**config.mk**
```make
export PLATFORM = sky130hd
export DESIGN_NAME = imem_access_arbiter
export DESIGN_NICKNAME = d
export VERILOG_FILES = /design/src/rtl/imem_pkg.sv /design/src/rtl/imem_access_arbiter.sv
export SDC_FILE = /design/constraint.sdc
export NUM_CORES = 1
export LEC_CHECK = 0
export ABC_AREA = 1
export BUFFER_PORTS_ARGS = -buffer_cell sky130_fd_sc_hd__buf_2
export CAP_MARGIN = 20
export CORE_MARGIN = 2
export CORE_UTILIZATION = 39
export DETAILED_ROUTE_END_ITERATION = 6
export HOLD_SLACK_MARGIN = 0.15
export PLACE_DENSITY = 0.81
export SYNTH_ARGS = -nofsm -noshare
export SYNTH_HDL_FRONTEND = slang
export SYNTH_SLANG_ARGS = --single-unit
```
**constraint.sdc**
```tcl
create_clock -name Clk -period 1.6 [get_ports Clk]
set_input_delay 0 -clock Clk [delete_from_list [all_inputs] [get_ports Clk]]
set_output_delay 0 -clock Clk [all_outputs]
set_load 0.01 [all_outputs]
```
**src/rtl/imem_pkg.sv**
```systemverilog
// Shared definitions for the instruction-memory access arbiter.
//   IMEM_ADDR_W  - instruction word address width (RAM depth = 2**IMEM_ADDR_W)
//   IMEM_DATA_W  - instruction width
//   imem_state_e - arbiter FSM state encoding; 2'd3 is illegal and recovers to ST_BOOT
package imem_pkg;

  localparam int unsigned IMEM_ADDR_W = 5;
  localparam int unsigned IMEM_DATA_W = 32;

  typedef enum logic [1:0] {
    ST_BOOT = 2'd0,
    ST_RUN  = 2'd1,
    ST_LOAD = 2'd2
  } imem_state_e;

endpackage

```
**src/rtl/imem_access_arbiter.sv**
```systemverilog
// Shares the single port of the writable instruction RAM between the core fetch stage (read)
// and the boot/debug program loader (write). The core is held in reset-like freeze while the
// loader fills the RAM, released on Load_Done, and re-held whenever a later load pre-empts.
//
// Ports:
//   Clk, Reset            - clock; synchronous active-high reset
//   Fetch_Req/Fetch_Addr  - core fetch request and word address
//   Fetch_Valid/Instr     - registered fetch response (latency 1)
//   Core_Hold             - registered; core must freeze its PC
//   Load_Req/Addr/Data    - loader write request
//   Load_Done             - loader finished, release the core
//   Load_Ack              - registered; a write was accepted last cycle
//   Words_Loaded          - saturating count of writes since entering BOOT/LOAD
//   Mem_Addr/WData/WE     - combinational RAM port controls
//   Mem_RData             - combinational RAM read data
module imem_access_arbiter
  import imem_pkg::*;
#(
  parameter int unsigned ADDR_W = IMEM_ADDR_W,
  parameter int unsigned DATA_W = IMEM_DATA_W
) (
  input  logic              Clk,
  input  logic              Reset,
  input  logic              Fetch_Req,
  input  logic [ADDR_W-1:0] Fetch_Addr,
  output logic              Fetch_Valid,
  output logic [DATA_W-1:0] Fetch_Instr,
  output logic              Core_Hold,
  input  logic              Load_Req,
  input  logic [ADDR_W-1:0] Load_Addr,
  input  logic [DATA_W-1:0] Load_Data,
  input  logic              Load_Done,
  output logic              Load_Ack,
  output logic [ADDR_W:0]   Words_Loaded,
  output logic [ADDR_W-1:0] Mem_Addr,
  output logic [DATA_W-1:0] Mem_WData,
  output logic              Mem_WE,
  input  logic [DATA_W-1:0] Mem_RData
);

  localparam logic [ADDR_W:0] CntMax = {1'b1, {ADDR_W{1'b0}}};

  imem_state_e state_q, state_d;
  logic        fetch_grant;
  logic [ADDR_W:0] cnt_d;

  // Loader always wins the port; reset suppresses any partial write.
  assign Mem_WE      = Load_Req & ~Reset;
  assign Mem_Addr    = Load_Req ? Load_Addr : Fetch_Addr;
  assign Mem_WData   = Load_Data;
  assign fetch_grant = (state_q == ST_RUN) & Fetch_Req & ~Load_Req;

  always_comb begin
    state_d = state_q;
    cnt_d   = Words_Loaded;
    unique case (state_q)
      ST_BOOT: if (Load_Done) state_d = ST_RUN;
      ST_RUN:  if (Load_Req)  state_d = ST_LOAD;
      ST_LOAD: if (Load_Done) state_d = ST_RUN;
      default: state_d = ST_BOOT;
    endcase

    if (state_q == ST_RUN && state_d == ST_LOAD) begin
      // Counter restarts on LOAD entry; the pre-empting write is the first word of the load.
      cnt_d = {{ADDR_W{1'b0}}, 1'b1};
    end else if (state_d == ST_BOOT && state_q != ST_BOOT) begin
      cnt_d = '0;
    end else if (Load_Req && Words_Loaded != CntMax) begin
      cnt_d = Words_Loaded + 1'b1;
    end
  end

  always_ff @(posedge Clk) begin
    if (Reset) begin
      state_q      <= ST_BOOT;
      Core_Hold    <= 1'b1;
      Fetch_Valid  <= 1'b0;
      Fetch_Instr  <= '0;
      Load_Ack     <= 1'b0;
      Words_Loaded <= '0;
    end else begin
      state_q      <= state_d;
      Core_Hold    <= (state_d != ST_RUN);
      Fetch_Valid  <= fetch_grant;
      Load_Ack     <= Load_Req;
      Words_Loaded <= cnt_d;
      if (fetch_grant) Fetch_Instr <= Mem_RData;
    end
  end

endmodule

```
==> impl_metrics.json <==
{
  "final_min_period_over_clock_period": 0.885,
  "row_count": 25,
  "floorplan.initialDensity": 0.405,
  "syn_area_um2": 1930,
  "die_w_um": 74.3,
  "detailedRoute.firstPassIterationCount": 4,
  "timing.final.crit_period_ns": 1.42,
  "irDropWorstVdd_mv": 0.476,
  "required_ns": 1.81,
  "detail_route.wirelength_um": 5580,
  "xor_and_xnor_fraction_of_the_mapped_netlist_area": 0.00455,
  "cp-endpoint": "Fetch_Instr[31]$_SDFFE_PP0P_",
  "reg2reg_to": "state_q[1]$_SDFF_PP0_",
  "final.setup.worst_slack_ns": 0.184,
  "timing.reg2reg.worst_path_depth": 3,
  "utilization": 0.632,
  "clock_skew_ns": 0.00234,
  "register_to_register_setup_slack_ns": 0.19,
  "grt-ovfl-total": 0,
  "numCtsBuffers": 5,
  "fillers": 435,
  "fmaxAchievable_ghz": 0.706,
  "cts_max_level": 2,
  "number_of_global_route_vias_before_repair": 1895,
  "largest_family_of_logic_cells_by_synthesized_area": "simple AND/OR/NAND/NOR gates",
  "clk_latency_ns": 0.29,
  "placed_cells_incl_taps": 380,
  "drt.antenna.violating_nets": 0,
  "avgRoutedWirePerCell_um": 12.2,
  "root_buffer": "clkbuf_8",
  "detail_route.iter0.violations": 82,
  "worst_ep_arrival_time_ns": 1.63,
  "hold_class": "input pin to flip-flop",
  "multiInputGateArea_um2": 713,
  "layout.nets": 470,
  "antenna_found_initial": 0,
  "total_negative_slack_for_setup_checks_ns": 0,
  "max_slew.worst_pin.slew_ns": 0.440,
  "synth_compound_area_frac": 0.0987,
  "areaGrowthSynthToFinish_pct": 56.0,
  "cts.path.max_buffers": 2,
  "r2r-start": "state_q[0]$_SDFF_PP0_",
  "post_route_cells_drive_above_1_share": 0.280,
  "grt_start_max_net_pins": 24,
  "slew_headroom": 0.707,
  "synthesis.yosys.warnings": 0,
  "post_placement_setup_slack_ns": 0.262,
  "fp.coreArea_um2": 4750,
  "clkSinkCount": 43,
  "gpl.final_weighted_congestion": 0.814,
  "post_synth_mux_area_share": 0,
  "avgViaCountPerCell": 4.49,
  "vias": 2046,
  "seq_area_um2": 861,
  "yosys.cell_types.count": 20,
  "place.detailed.hpwl_um": 3100,
  "grt_pass1_wl_um": 8360,
  "antenna_cells_inserted": 0,
  "count_of_pins_over_their_slew_limit": 0,
  "detail_route.drc_violations": 0,
  "tritoncts": "built",
  "critical_path.startpoint": "Load_Req",
  "pin_count": 158,
  "port_buffer_cells": 93,
  "path_clk_slew_ns": 0.07,
  "rsz0062_at_grt": "false",
  "cts_resized": 0,
  "layoutNonFillerInstCount": 456,
  "critPathKind": "input pin to flip-flop",
  "synth_fp_nets": 339,
  "syn-instance-count": 258,
  "max-cap-violations": 0,
  "synth_fa_ha_area_frac": 0.0130,
  "outcome": "completed",
  "critPathLaunchType": "input pin",
  "finalHoldViolations": 0,
  "crit_path_end_kind": "flip-flop",
  "worst-path-max-fanout": 19,
  "fp.dieArea_um2": 5520,
  "total_leakage_power_nw": 1.44,
  "ys_ff_latch": 43,
  "power_density_normalized_to_cell_area_nw_per_um2": 799,
  "postCtsSetupBuffers": 0,
  "chipHeight_um": 74.3,
  "fin_worst_hold_slack_ns": 0.223,
  "yosys.area_share.simple": 0.247,
  "report.final.setup_viol": 0,
  "grtUsageTotal": 0.197,
  "synth_area_per_cell_um2": 7.47,
  "seq_area_frac_synth": 0.447
}
## layer usage
layer,track usage,up-vias,wire [µm]
met5,0,-,0
met3,0.0664,4,516
met4,0.0575,0,38
met1,0.216,902,2180
li1,-,1040,-
met2,0.362,100,2850
## layout make-up
type,instances,share of cell area
multi-input combinational,160,0.237
clock buffer,6,0.0241
sequential,43,0.286
tap,67,0.0279
timing repair buffer,166,0.398
clock inverter,1,0.00999
inverter,13,0.0162
## critical path, stage by stage
cell and delay [ns]:
dlygate4sd3_1 0.53, buf_2 0.13, inv_2 0.20, nand4_4 0.23, inv_2 0.10, buf_4 0.23, nor2_1 0.06, nor2_1 0.13
## synthesized netlist by cell type, drive strengths merged
library cell,n,area share
o21ai,33,0.086
ha,2,0.013
a21oi,5,0.013
inv,13,0.025
buf,38,0.15
dfxtp,43,0.45
nor3,1,0.0026
nand3,6,0.016
nand4,3,0.018
xnor2,1,0.0045
nand2,33,0.066
nor2,75,0.15
clkbuf,5,0.012
## state kept, by name (all words and copies together), names as in the netlist
register	flops
Words_Loaded	6
Load_Ack	1
Fetch_Valid	1
Fetch_Instr	32
state_q	2
Core_Hold	1
## where the power goes
group          leakage (nW)  internal, mW  total (mW)  switching [mW]
logic                  1.04         0.244       0.457           0.214
registers             0.350          1.12        1.15          0.0301
clock network        0.0513         0.457       0.798           0.341
## stage by stage
stage / instance area [µm²] / total power [mW]
after floorplan: 1930 / 1.41
after CTS: 2990 / 2.42
final: 3010 / 2.40
after global routing: 3010 / 2.53
after global placement: 2210 / 1.45
after detailed placement: 2210 / 1.46
## timing repair
| action | 4_1_cts | 5_1_grt |
|---|---|---|
| hold endpoints to repair | 69 | 0 |
| endpoints found under the setup margin | 0 | 7 |
| hold buffers | 68 | 0 |
## cells in the final DEF, fill, tap and decap left out, drive strengths merged
master	synthesis	layout
buf	38	98
nor2	75	75
dlygate4sd3	0	68
dfxtp	43	43
o21ai	33	33
nand2	33	33
inv	13	13
nand3	6	6
clkbuf	5	6
a21oi	5	5
nand4	3	4
ha	2	2
nor3	1	1
xnor2	1	1
bufinv	0	1
## cells by family (layout without fill, tap and decap cells)
family,Yosys count,in the layout
adder cells (fa/ha/maj),2,2
buffers and inverters,56,186
AND/OR/NAND/NOR,118,119
XOR/XNOR,1,1
flip-flops,43,43
AO/OA/AOI/OAI,38,38
## worst min path at each step
stage,end,cells after the start,start,slack (ns)
final,Fetch_Instr[14]$_SDFFE_PP0P_,4,Fetch_Req,0.22
after floorplan,Mem_WE,1,Reset,0.05
after CTS,Fetch_Instr[20]$_SDFFE_PP0P_,4,Fetch_Req,0.26
after detailed placement,Mem_WData[17],0,Load_Data[17],0.00007
after global routing,Fetch_Instr[14]$_SDFFE_PP0P_,4,Fetch_Req,0.27
after global placement,Mem_WData[17],0,Load_Data[17],0.00007
Power figures use the tool's default switching activity.
